[src/rtl/cpu_test_sequencer_pkg.sv]
// cpu_test_sequencer_pkg
//   Shared definitions for the CPU run-control harness: default PC width,
//   FSM state encoding, verdict codes and a small elaboration-time helper.
package cpu_test_sequencer_pkg;

    localparam int PC_WIDTH = 32;

    typedef enum logic [2:0] {
        ST_IDLE = 3'd0,
        ST_PRE  = 3'd1,
        ST_RST  = 3'd2,
        ST_RUN  = 3'd3,
        ST_DONE = 3'd4
    } state_t;

    typedef enum logic [1:0] {
        RES_PASS    = 2'b00,
        RES_FAIL    = 2'b01,
        RES_HANG    = 2'b10,
        RES_TIMEOUT = 2'b11
    } result_t;

    function automatic int max_int(input int a, input int b);
        return (a > b) ? a : b;
    endfunction

endpackage

[src/rtl/pc_stall_detector.sv]
// pc_stall_detector
//   Tracks the previous PC and a saturating count of consecutive cycles with
//   an unchanged PC. The first enabled cycle after a clear always counts as a
//   change, whatever value pc_q was cleared to.
// Ports:
//   clk      in   1          rising-edge clock
//   rst      in   1          synchronous active-high reset
//   clr      in   1          synchronous clear of pc_q and the stall count
//   en       in   1          update pc_q / stall count this cycle
//   pc       in   PC_WIDTH   observed PC
//   pc_q     out  PC_WIDTH   PC registered on the previous enabled cycle
//   stalled  out  1          stall count has saturated at STALL_CYCLES
module pc_stall_detector #(
    parameter int PC_WIDTH     = 32,
    parameter int STALL_CYCLES = 16
) (
    input  logic                clk,
    input  logic                rst,
    input  logic                clr,
    input  logic                en,
    input  logic [PC_WIDTH-1:0] pc,
    output logic [PC_WIDTH-1:0] pc_q,
    output logic                stalled
);

    localparam int SC_W = $clog2(STALL_CYCLES + 1);

    logic [SC_W-1:0] stall_cnt;
    logic            seen;

    always_ff @(posedge clk) begin
        if (rst || clr) begin
            pc_q      <= '0;
            stall_cnt <= '0;
            seen      <= 1'b0;
        end else if (en) begin
            pc_q <= pc;
            seen <= 1'b1;
            if (!seen || (pc != pc_q)) begin
                stall_cnt <= SC_W'(1);
            end else if (stall_cnt != SC_W'(STALL_CYCLES)) begin
                stall_cnt <= stall_cnt + SC_W'(1);
            end
        end
    end

    assign stalled = (stall_cnt == SC_W'(STALL_CYCLES));

endmodule

[src/rtl/cpu_test_sequencer.sv]
// cpu_test_sequencer
//   Run-control harness for cpu_top: sequences the CPU reset (high, low,
//   release), counts run cycles, watches ext_pc and freezes a verdict of
//   pass, fail, hang or timeout.
// Ports:
//   clk         in   1          rising-edge clock
//   rst         in   1          synchronous active-high reset
//   start       in   1          one-cycle pulse; starts a run from IDLE or DONE
//   ext_pc      in   PC_WIDTH   PC observed from cpu_top
//   cpu_rst_n   out  1          active-low reset to cpu_top
//   busy        out  1          high in PRE, RST and RUN
//   done        out  1          high in DONE; verdict valid
//   result      out  2          00 pass, 01 fail_pc, 10 hang, 11 timeout
//   run_cycles  out  CNT_WIDTH  cycles spent in RUN; frozen in DONE
module cpu_test_sequencer #(
    parameter int                PC_WIDTH       = 32,
    parameter int                PRE_CYCLES     = 10,
    parameter int                RST_CYCLES     = 40,
    parameter int                TIMEOUT_CYCLES = 10000,
    parameter int                STALL_CYCLES   = 16,
    parameter logic [PC_WIDTH-1:0] PASS_PC      = 'h40,
    parameter logic [PC_WIDTH-1:0] FAIL_PC      = 'h44,
    parameter int                CNT_WIDTH      = 32
) (
    input  logic                 clk,
    input  logic                 rst,
    input  logic                 start,
    input  logic [PC_WIDTH-1:0]  ext_pc,
    output logic                 cpu_rst_n,
    output logic                 busy,
    output logic                 done,
    output logic [1:0]           result,
    output logic [CNT_WIDTH-1:0] run_cycles
);

    import cpu_test_sequencer_pkg::*;

    localparam int PH_MAX = max_int(PRE_CYCLES, RST_CYCLES);
    localparam int PH_W   = (PH_MAX > 1) ? $clog2(PH_MAX) : 1;

    state_t              state;
    state_t              state_next;
    logic [PH_W-1:0]     phase_cnt;
    logic                phase_last;
    logic [PC_WIDTH-1:0] pc_q;
    logic                stalled;
    logic                term;
    result_t             term_res;

    pc_stall_detector #(
        .PC_WIDTH     (PC_WIDTH),
        .STALL_CYCLES (STALL_CYCLES)
    ) u_stall (
        .clk     (clk),
        .rst     (rst),
        .clr     (state != ST_RUN),
        .en      (state == ST_RUN),
        .pc      (ext_pc),
        .pc_q    (pc_q),
        .stalled (stalled)
    );

    // Phase counter is shared by PRE and RST; it is always zero on entry.
    always_comb begin
        phase_last = 1'b0;
        case (state)
            ST_PRE:  phase_last = (phase_cnt == PH_W'(PRE_CYCLES - 1));
            ST_RST:  phase_last = (phase_cnt == PH_W'(RST_CYCLES - 1));
            default: phase_last = 1'b0;
        endcase
    end

    // Terminating conditions in priority order; first match wins.
    always_comb begin
        term     = 1'b0;
        term_res = RES_PASS;
        if (state == ST_RUN) begin
            if (ext_pc == FAIL_PC) begin
                term     = 1'b1;
                term_res = RES_FAIL;
            end else if (stalled && (pc_q == PASS_PC)) begin
                term     = 1'b1;
                term_res = RES_PASS;
            end else if (stalled) begin
                term     = 1'b1;
                term_res = RES_HANG;
            end else if (run_cycles == CNT_WIDTH'(TIMEOUT_CYCLES)) begin
                term     = 1'b1;
                term_res = RES_TIMEOUT;
            end
        end
    end

    always_comb begin
        state_next = state;
        unique case (state)
            ST_IDLE: if (start)      state_next = ST_PRE;
            ST_PRE:  if (phase_last) state_next = ST_RST;
            ST_RST:  if (phase_last) state_next = ST_RUN;
            ST_RUN:  if (term)       state_next = ST_DONE;
            ST_DONE: if (start)      state_next = ST_PRE;
            default:                 state_next = ST_IDLE;
        endcase
    end

    always_ff @(posedge clk) begin
        if (rst) begin
            state <= ST_IDLE;
        end else begin
            state <= state_next;
        end
    end

    // Status outputs are registered decodes of the next state, so they line
    // up exactly with the state register without any input-to-output path.
    always_ff @(posedge clk) begin
        if (rst) begin
            cpu_rst_n <= 1'b0;
            busy      <= 1'b0;
            done      <= 1'b0;
        end else begin
            cpu_rst_n <= (state_next == ST_PRE) || (state_next == ST_RUN);
            busy      <= (state_next == ST_PRE) || (state_next == ST_RST) ||
                         (state_next == ST_RUN);
            done      <= (state_next == ST_DONE);
        end
    end

    always_ff @(posedge clk) begin
        if (rst) begin
            phase_cnt  <= '0;
            run_cycles <= '0;
            result     <= RES_PASS;
        end else begin
            if (phase_last || !((state == ST_PRE) || (state == ST_RST))) begin
                phase_cnt <= '0;
            end else begin
                phase_cnt <= phase_cnt + PH_W'(1);
            end

            case (state)
                ST_RST: begin
                    if (phase_last) run_cycles <= CNT_WIDTH'(1);
                end
                ST_RUN: begin
                    if (term) begin
                        result <= term_res;
                    end else begin
                        run_cycles <= run_cycles + CNT_WIDTH'(1);
                    end
                end
                ST_IDLE, ST_DONE: begin
                    if (start) begin
                        run_cycles <= '0;
                        result     <= RES_PASS;
                    end
                end
                default: ;
            endcase
        end
    end

endmodule
[config.mk]
export PLATFORM = sky130hd
export DESIGN_NAME = cpu_test_sequencer
export DESIGN_NICKNAME = d
export VERILOG_FILES = /design/src/rtl/cpu_test_sequencer_pkg.sv /design/src/rtl/pc_stall_detector.sv /design/src/rtl/cpu_test_sequencer.sv
export SDC_FILE = /design/constraint.sdc
export NUM_CORES = 1
export LEC_CHECK = 0
export ABC_CLOCK_PERIOD_IN_PS = 4600
export CAP_MARGIN = 20
export CELL_PAD_IN_SITES_DETAIL_PLACEMENT = 1
export CELL_PAD_IN_SITES_GLOBAL_PLACEMENT = 1
export CORE_UTILIZATION = 42
export DETAILED_ROUTE_END_ITERATION = 10
export PLACE_DENSITY = 0.9
export RECOVER_POWER = 100
export SYNTH_ARGS = -nofsm -noshare
export SYNTH_HDL_FRONTEND = slang
export SYNTH_SLANG_ARGS = --single-unit
[constraint.sdc]
create_clock -name clk -period 4.6 [get_ports clk]
set_input_delay 1.15 -clock clk [delete_from_list [all_inputs] [get_ports clk]]
set_output_delay 1.15 -clock clk [all_outputs]
set_load 0.01 [all_outputs]
==> results.sh, run 1 <==
export IMPL_status="finished clean"
export IMPL_power_density_nw_per_um2=273
export IMPL_synth_ff_type="dfxtp_1"
export IMPL_end_kind="flop"
export IMPL_grt_max_degree=55
export IMPL_drt_initial_drc_count=161
export IMPL_finalPower_mw=1.35
export IMPL_first_global_vias=3847
export IMPL_cp_arrival_ps=3900
export IMPL_seqPwrFrac_pct=54.2
export IMPL_layout_worst_path_cycle_share_pct=79.6
export IMPL_drc=0
export IMPL_start_kind="primary input"
export IMPL_syn2layout_area_growth_pct=24.2
export IMPL_pin_count=72
export IMPL_placed_area_sq_um=4790
export IMPL_vdd_drop_max_uv=119
export IMPL_design_core_area_sq_um=9240
export IMPL_synth_fp_nets=494
export IMPL_viasPerCell=5.68
export IMPL_yosysTopAreaCellShare_pct=42.2
export IMPL_syn_area_per_cell_sq_um=8.79
export IMPL_nNetsFinal=563
export IMPL_dp_cells=641
export IMPL_diodes=0
export IMPL_yosysSeqAreaShare_pct=42.2
export IMPL_p_switching_mw=0.326
export IMPL_synth_area_leader_cell="dfxtp_1"
export IMPL_cts_sinks=84
export IMPL_synthTopCellsByArea="dfxtp_1, xor2_1, and2_1, a21oi_1, or3_1"
export IMPL_fin_tns_setup_ps=0
export IMPL_fin_cells=657
export IMPL_power_frac_comb_pct=7.6
export IMPL_gr_total_overflow=0
export IMPL_dr_pass1_iters=4
export IMPL_cts_buffer_depth=2
export IMPL_cts_buffers=9
export IMPL_hold_slack_ps=471
export IMPL_p_leak_nw=1.77
export IMPL_clock_latency_ps=360
export IMPL_die_w_microns=99.5
export IMPL_async_flop_share_pct=0
export IMPL_cpMaxStageDelayCell="o31a_2"
export IMPL_min_period_ps=3660
export IMPL_layout_drive_gt1_share_pct=4.36
export IMPL_wl_mm=11.3
export IMPL_setup_viol=0
export IMPL_internal_power_mw=1.03
export IMPL_worst_pin_slew_ps=1170
export IMPL_port_buffers=71
export IMPL_cp_cell_sequence="dlygate4sd3_1, nor4b_1, nand4_1, nor2_1, o31a_2, a21oi_1, o21bai_1"
export IMPL_antenna_found_initial=0
export IMPL_post_route_cell_area_sq_um=4950
export IMPL_finalWorstSetupSlack_ps=938
export IMPL_synth_edf_count=0
export IMPL_fmaxAchievable_ghz=0.273
export IMPL_die_area_sq_um=9890
export IMPL_vias=3729
export IMPL_fin_util_pct=53.6
export IMPL_maxSlewHeadroom_pct=21.9
export IMPL_cts_hold_fix_buffers=0
export IMPL_crit_type="in2reg"
export IMPL_synth_cells=454
export IMPL_crit_path_max_fanout=54
export IMPL_cts_setup_buffers=0
export IMPL_clock_skew_ps=15.1
export IMPL_switching_share_pct=24.1
export IMPL_synth_seq_cells=84
export IMPL_ant_nets=0
export IMPL_slowest_delay_ps=770
export IMPL_die_y_microns=99.5
export IMPL_finalWeightedCongestion=0.805
export IMPL_synth_yosys_warnings=0
export IMPL_start_util_pct=43.2
export IMPL_rows=35
export IMPL_place_worst_setup_slack_ps=988
export IMPL_slew_violations=0
export IMPL_track_usage_pct=24.0
export IMPL_required_ps=4830
export IMPL_fillers=1101
export IMPL_htree_levels=3
export IMPL_path_clk_slew_ps=80
export IMPL_cts_tree="yes"
export IMPL_grt_pass1_wl_mm=18.7
export IMPL_netlist_area_sq_um=3990
export IMPL_hp_class="reg2reg"
export IMPL_maxCapViolCount=0
export IMPL_pwr_share_clk_pct=38.2
export IMPL_root_buffer="clkbuf_8"
export IMPL_ys_types=49
export IMPL_synth_common_cells="dfxtp_1, xor2_1, and2_1, a21oi_1, nor2_1"
export IMPL_wl_per_cell_microns=17.2
export IMPL_hold_viol_final=0
export IMPL_hpwl_mm=8.47
export IMPL_synth_most_common_cell="dfxtp_1"
export IMPL_rsz0062_at_grt="false"
export IMPL_cts_resized=0
-- power groups by stage --
stage	Sequential, mW	Combinational, mW	Clock (mW)
5_1_grt	0.735	0.113	0.557
3_3_place_gp	0.751	0.103	0
3_5_place_dp	0.752	0.106	0
2_1_floorplan	0.752	0.0553	0
6_report	0.734	0.103	0.517
4_1_cts	0.735	0.107	0.525
-- area by class of cell --
cell class                      count  area [sq um]  area share [%]
Sequential cell                    84          1680            33.9
Multi-Input combinational cell    347          2170            43.8
Timing Repair Buffer               74           729            14.7
Clock buffer                       12           135            2.73
Clock inverter                      4          50.0            1.01
Inverter                            7          26.3           0.530
Tap cell                          129           161            3.26
-- cells in the final DEF, fill, tap and decap left out, types with 10 or more instances in the layout --
master | synthesis | layout
nor2_1 | 28 | 28
dfxtp_1 | 84 | 84
dlygate4sd3_1 | 0 | 39
nand2_1 | 25 | 25
clkdlybuf4s50_1 | 0 | 32
nor4_1 | 24 | 24
or4_1 | 10 | 10
xor2_1 | 36 | 36
a21oi_1 | 33 | 34
or3_1 | 25 | 25
o21ai_0 | 19 | 23
and2_0 | 0 | 17
nand3_1 | 16 | 16
and2_1 | 35 | 18
nand4_1 | 23 | 23
-- worst max-delay path, delay by kind of cell --
kind	cells	cell delay [ps]
AOI/OAI and AO/OA	3	1140
buffers and inverters	1	590
and+or+nand+nor	3	990
-- state kept, by name, summed over array words and instances, names as in the netlist --
| register | flops |
|---|---|
| cpu_rst_n | 1 |
| u_stall.seen | 1 |
| u_stall.stall_cnt | 5 |
| state | 3 |
| done | 1 |
| phase_cnt | 6 |
| result | 2 |
| busy | 1 |
| run_cycles | 32 |
| u_stall.pc_q | 32 |
-- kinds of logic (layout without fill, tap and decap cells) --
logic type | after synthesis | in the layout | synth area share, %
adder cells (fa/ha/maj) | 5 | 5 | 1.57
AO/OA/AOI/OAI | 78 | 78 | 11.6
flip-flops | 84 | 84 | 42.2
multiplexers | 2 | 2 | 0.502
AND/OR/NAND/NOR | 221 | 221 | 32.1
XOR/XNOR | 41 | 41 | 9.00
buffers and inverters | 23 | 97 | 3.04
-- layer usage --
layer,vias to the layer above,wire (microns),global-route usage (%)
met3,21,341,3.30
met5,-,0,0
met2,84,5570,41.1
li1,1787,-,-
met4,0,232,9.50
met1,1837,5150,30.7
-- final timing paths --
check / from / endpoint / slack, ps / cells past startpoint
worst min-delay path: phase_cnt[0]$_SDFF_PP0_ / phase_cnt[0]$_SDFF_PP0_ / 470 / 1
worst min register to register: phase_cnt[0]$_SDFF_PP0_ / phase_cnt[0]$_SDFF_PP0_ / 470 / 1
worst max register to register: run_cycles[16]$_SDFFE_PP0P_ / busy$_SDFF_PP0_ / 1610 / 6
worst max-delay path: ext_pc[0] / busy$_SDFF_PP0_ / 940 / 7
No activity file was read; power rests on OpenSTA's default activity.
==> inputs of run 2 (changes only) <==
- ABC_CLOCK_PERIOD_IN_PS: 4600 -> 3000
- CORE_UTILIZATION: 42 -> 36
- PLACE_DENSITY: 0.9 -> 0.83
- clock period: 4.6 -> 3 ns (I/O delays scaled with it)
==> results.sh, run 2 (synthesis results as in run 1) <==
export IMPL_cpMaxStageDelayCell="clkdlybuf4s50_1"
export IMPL_p_leak_nw=1.86
export IMPL_viasPerCell=5.42
export IMPL_dp_cells=666
export IMPL_finalWeightedCongestion=0.837
export IMPL_hold_viol_final=0
export IMPL_grt_max_degree=29
export IMPL_drt_initial_drc_count=155
export IMPL_pin_count=72
export IMPL_die_y_microns=107
export IMPL_drc=0
export IMPL_cts_sinks=84
export IMPL_top_regs="run_cycles x32, u_stall.pc_q x32, phase_cnt x6"
export IMPL_slew_violations=0
export IMPL_fmaxAchievable_ghz=0.363
export IMPL_final_common_cell="dfxtp_1"
export IMPL_start_kind="primary input"
export IMPL_place_worst_setup_slack_ps=-128
export IMPL_end_kind="flop"
export IMPL_met1_usage_pct=24.6
export IMPL_cts_tree="yes"
export IMPL_die_w_microns=107
export IMPL_wl_per_cell_microns=16.6
export IMPL_grt_pass1_wl_mm=18.4
export IMPL_r2r_cells=7
export IMPL_finalPower_mw=2.15
export IMPL_vdd_drop_max_uv=175
export IMPL_cp_top_family="simple AND/OR/NAND/NOR gates"
export IMPL_root_buffer="clkbuf_8"
export IMPL_grtUsageMet3_pct=3.75
export IMPL_first_global_vias=3799
export IMPL_ant_nets=0
export IMPL_layout_drive_gt1_share_pct=6.64
export IMPL_hp_class="reg2reg"
export IMPL_final_cell_mix="dfxtp_1, dlygate4sd3_1, xor2_1"
export IMPL_path_buf_inv=2
export IMPL_cts_buffer_depth=2
export IMPL_cts_resized=0
export IMPL_rsz0062_at_grt="false"
export IMPL_vias=3695
export IMPL_dr_pass1_iters=6
export IMPL_slowest_delay_ps=460
export IMPL_cts_buffers=9
export IMPL_min_period_ps=2760
export IMPL_status="finished clean"
export IMPL_fin_tns_setup_ps=0
export IMPL_rows=38
export IMPL_power_density_nw_per_um2=421
export IMPL_path_clk_slew_ps=90
export IMPL_start_util_pct=36.8
export IMPL_cts_hold_fix_buffers=0
export IMPL_grt_util_met2_pct=36.9
export IMPL_hpwl_mm=8.57
export IMPL_design_core_area_sq_um=10800
export IMPL_required_ps=3240
export IMPL_diodes=0
export IMPL_cp_cell_sequence="clkdlybuf4s50_1, nor4b_1, nand4_1, nor2_1, o31a_1, buf_12, a21oi_1, o21bai_1"
export IMPL_crit_type="in2reg"
export IMPL_maxCapViolCount=0
export IMPL_layout_worst_path_cycle_share_pct=91.9
export IMPL_cp_arrival_ps=3000
export IMPL_htree_levels=3
export IMPL_antenna_found_initial=0
export IMPL_wl_mm=11.3
export IMPL_clock_latency_ps=360
export IMPL_track_usage_pct=20.5
export IMPL_hold_slack_ps=483
export IMPL_maxSlewHeadroom_pct=58.2
export IMPL_setup_viol=0
export IMPL_nNetsFinal=577
export IMPL_finalWorstSetupSlack_ps=242
export IMPL_gr_max_usage_layer="met2"
export IMPL_clock_skew_ps=18.1
export IMPL_worst_pin_slew_ps=627
export IMPL_die_area_sq_um=11500
export IMPL_fin_cells=682
export IMPL_path_depth=8
export IMPL_cts_setup_buffers=0
export IMPL_syn2layout_area_growth_pct=27.9
export IMPL_crit_path_max_fanout=19
export IMPL_whs_path_depth=1
export IMPL_port_buffers=71
export IMPL_gr_total_overflow=0
==> run 2: changes by cell type in the layout (fill, tap and decap cells not counted), sizes merged <==
cell,previous run,this run
clkbuf,13,15
clkinv,1,2
inv,7,8
dlygate4sd3,39,38
clkdlybuf4s50,32,33
clkinvlp,2,1
buf,2,13
==> run 2: power by group <==
part / internal [mW] / switching (mW) / leakage, nW
clock network: 0.411 / 0.430 / 0.0999
logic: 0.0885 / 0.0935 / 1.08
registers: 1.12 / 0.00428 / 0.678
total: 1.62 / 0.527 / 1.86
==> run 2: final cells by class <==
cell class,count,area [sq um]
Inverter,7,26.3
Timing Repair Buffer,88,850
Clock inverter,5,60.1
Fill cell,1277,5740
Sequential cell,84,1680
Clock buffer,11,141
Tap cell,140,175
Multi-Input combinational cell,347,2170
==> run 2: final timing paths <==
kind	startpoint	endpoint	slack, ps
setup reg to reg	run_cycles[16]$_SDFFE_PP0P_	busy$_SDFF_PP0_	270
hold / removal	phase_cnt[0]$_SDFF_PP0_	phase_cnt[0]$_SDFF_PP0_	480
setup / recovery	ext_pc[0]	busy$_SDFF_PP0_	240
hold reg to reg	phase_cnt[0]$_SDFF_PP0_	phase_cnt[0]$_SDFF_PP0_	480
==> run 2: worst register-to-register path, delay by kind of cell (launching register included) <==
| kind | cells | cell delay [ps] |
|---|---|---|
| compound gates | 4 | 860 |
| simple gates | 2 | 1160 |
| buf+inv | 1 | 200 |
| flops | 1 | 380 |
==> run 2: through the flow <==
| step | util, % | instance area (sq um) |
|---|---|---|
| floorplan | - | 3990 |
| global placement | 45.5 | 4930 |
| detailed placement | 45.5 | 4930 |
| CTS | 47.4 | 5130 |
| global route | 47.1 | 5100 |
| finish | 47.1 | 5100 |
==> run 2: metal layers <==
layer,share of wire (%),vias to the layer above
met5,0,-
met2,51,60
met1,45,1805
met4,1.2,0
li1,-,1819
met3,3.4,11
==> inputs of run 3 (changes only) <==
- ABC_CLOCK_PERIOD_IN_PS: 3000 -> 3200
- CORE_UTILIZATION: 36 -> 42
- PLACE_DENSITY: 0.83 -> 0.9
- clock period: 3 -> 3.2 ns (I/O delays scaled with it)
==> results.sh, run 3 (synthesis results as in run 1) <==
export IMPL_status="finished clean"
export IMPL_met1_length_mm=5.29
export IMPL_drt_initial_drc_count=155
export IMPL_wl_per_cell_microns=17.6
export IMPL_required_ps=3500
export IMPL_vdd_drop_max_uv=227
export IMPL_gr_total_overflow=0
export IMPL_root_buffer="clkbuf_8"
export IMPL_clock_skew_ps=9.54
export IMPL_design_core_area_sq_um=9240
export IMPL_grt_max_degree=36
export IMPL_final_common_cell="dfxtp_1"
export IMPL_ant_nets=0
export IMPL_nNetsFinal=567
export IMPL_cts_setup_buffers=0
export IMPL_crit_type="in2reg"
export IMPL_finalWeightedCongestion=0.889
export IMPL_final_cell_mix="dfxtp_1, dlygate4sd3_1, xor2_1"
export IMPL_clock_latency_ps=360
export IMPL_maxSlewHeadroom_pct=22.3
export IMPL_antenna_found_initial=0
export IMPL_pin_count=72
export IMPL_fin_tns_setup_ps=0
export IMPL_cts_hold_fix_buffers=0
export IMPL_end_kind="flop"
export IMPL_die_y_microns=99.5
export IMPL_wl_met3_microns=371
export IMPL_cts_resized=0
export IMPL_start_kind="primary input"
export IMPL_layout_drive_gt1_share_pct=5.08
export IMPL_wl_met2_mm=5.75
export IMPL_die_area_sq_um=9890
export IMPL_crit_path_max_fanout=9
export IMPL_wl_mm=11.6
export IMPL_finalWorstSetupSlack_ps=299
export IMPL_cpMaxStageDelayCell="clkdlybuf4s50_1"
export IMPL_track_usage_pct=24.8
export IMPL_worstHoldStart="phase_cnt[0]$_SDFF_PP0_"
export IMPL_path_clk_slew_ps=90
export IMPL_place_worst_setup_slack_ps=-13.5
export IMPL_htree_levels=3
export IMPL_hold_viol_final=0
export IMPL_diodes=0
export IMPL_cts_buffer_depth=2
export IMPL_worst_pin_slew_ps=1170
export IMPL_layout_worst_path_cycle_share_pct=90.7
export IMPL_hpwl_mm=8.64
export IMPL_whs_path_depth=1
export IMPL_port_buffers=71
export IMPL_r2r_cells=7
export IMPL_grt_pass1_wl_mm=19.3
export IMPL_hp_class="reg2reg"
export IMPL_fin_util_pct=54.2
export IMPL_start_util_pct=43.2
export IMPL_fillers=1085
export IMPL_first_global_vias=3904
export IMPL_r2r_start="run_cycles[16]$_SDFFE_PP0P_"
export IMPL_fmaxAchievable_ghz=0.345
export IMPL_slowest_delay_ps=480
export IMPL_syn2layout_area_growth_pct=25.5
export IMPL_cts_tree="yes"
export IMPL_top_regs="run_cycles x32, u_stall.pc_q x32, phase_cnt x6"
export IMPL_setup_viol=0
export IMPL_cts_sinks=84
export IMPL_rsz0062_at_grt="false"
export IMPL_crit_start="ext_pc[4]"
export IMPL_viasPerCell=5.71
export IMPL_p_leak_nw=1.80
export IMPL_maxCapViolCount=0
export IMPL_power_density_nw_per_um2=395
export IMPL_cp_cell_sequence="clkdlybuf4s50_1, nor4b_1, nand4_1, nor2_1, clkbuf_1, o41a_1, o21ai_0, a21oi_1"
export IMPL_vias=3767
export IMPL_die_w_microns=99.5
export IMPL_slew_violations=0
export IMPL_cts_buffers=9
export IMPL_dr_pass1_iters=4
export IMPL_finalPower_mw=1.98
export IMPL_drc=0
export IMPL_rows=35
export IMPL_min_period_ps=2900
export IMPL_top_layer_used="met4"
export IMPL_cp_arrival_ps=3200
## run 3: path summary, 6_finish.rpt
| check | endpoint | slack, ps |
|---|---|---|
| setup / recovery | run_cycles[30]$_SDFFE_PP0P_ | 300 |
| hold / removal | phase_cnt[0]$_SDFF_PP0_ | 480 |
| setup reg to reg | busy$_SDFF_PP0_ | 520 |
| hold reg to reg | phase_cnt[0]$_SDFF_PP0_ | 480 |
## run 3: worst max-delay path, delay by kind of cell
kind / cells / cell delay [ps]
AND/OR/NAND/NOR: 3 / 930
AO/OA/AOI/OAI: 3 / 720
buffers and inverters: 2 / 740
## run 3: metrics by stage
stage	hold slack [ps]	cells	instance area [sq um]
after floorplan	430	454	3990
after global placement	447	645	4830
after detailed placement	470	645	4830
after CTS	490	660	5020
after global routing	504	660	5010
final	479	660	5010
## run 3: metal layers
metal  vias up  GRT usage (%)
li1       1795              -
met1      1863           32.1
met2        90           42.3
met3        19           3.58
met4         0           8.94
met5         -              0
## run 3: power by group
group,internal [mW],switching (mW),total (mW)
registers,1.05,0.00513,1.06
logic,0.0758,0.0855,0.161
clock network,0.377,0.382,0.759
total,1.50,0.473,1.98
## run 3: final cells by class
class	count	area (sq um)	area share, %
inverters	7	26.3	0.525
clock inverters	4	50.0	1.00
clock buffers	11	141	2.82
well taps	129	161	3.22
multi-input cells	347	2180	43.6
repair buffers	78	764	15.3
flip-flops and latches	84	1680	33.6
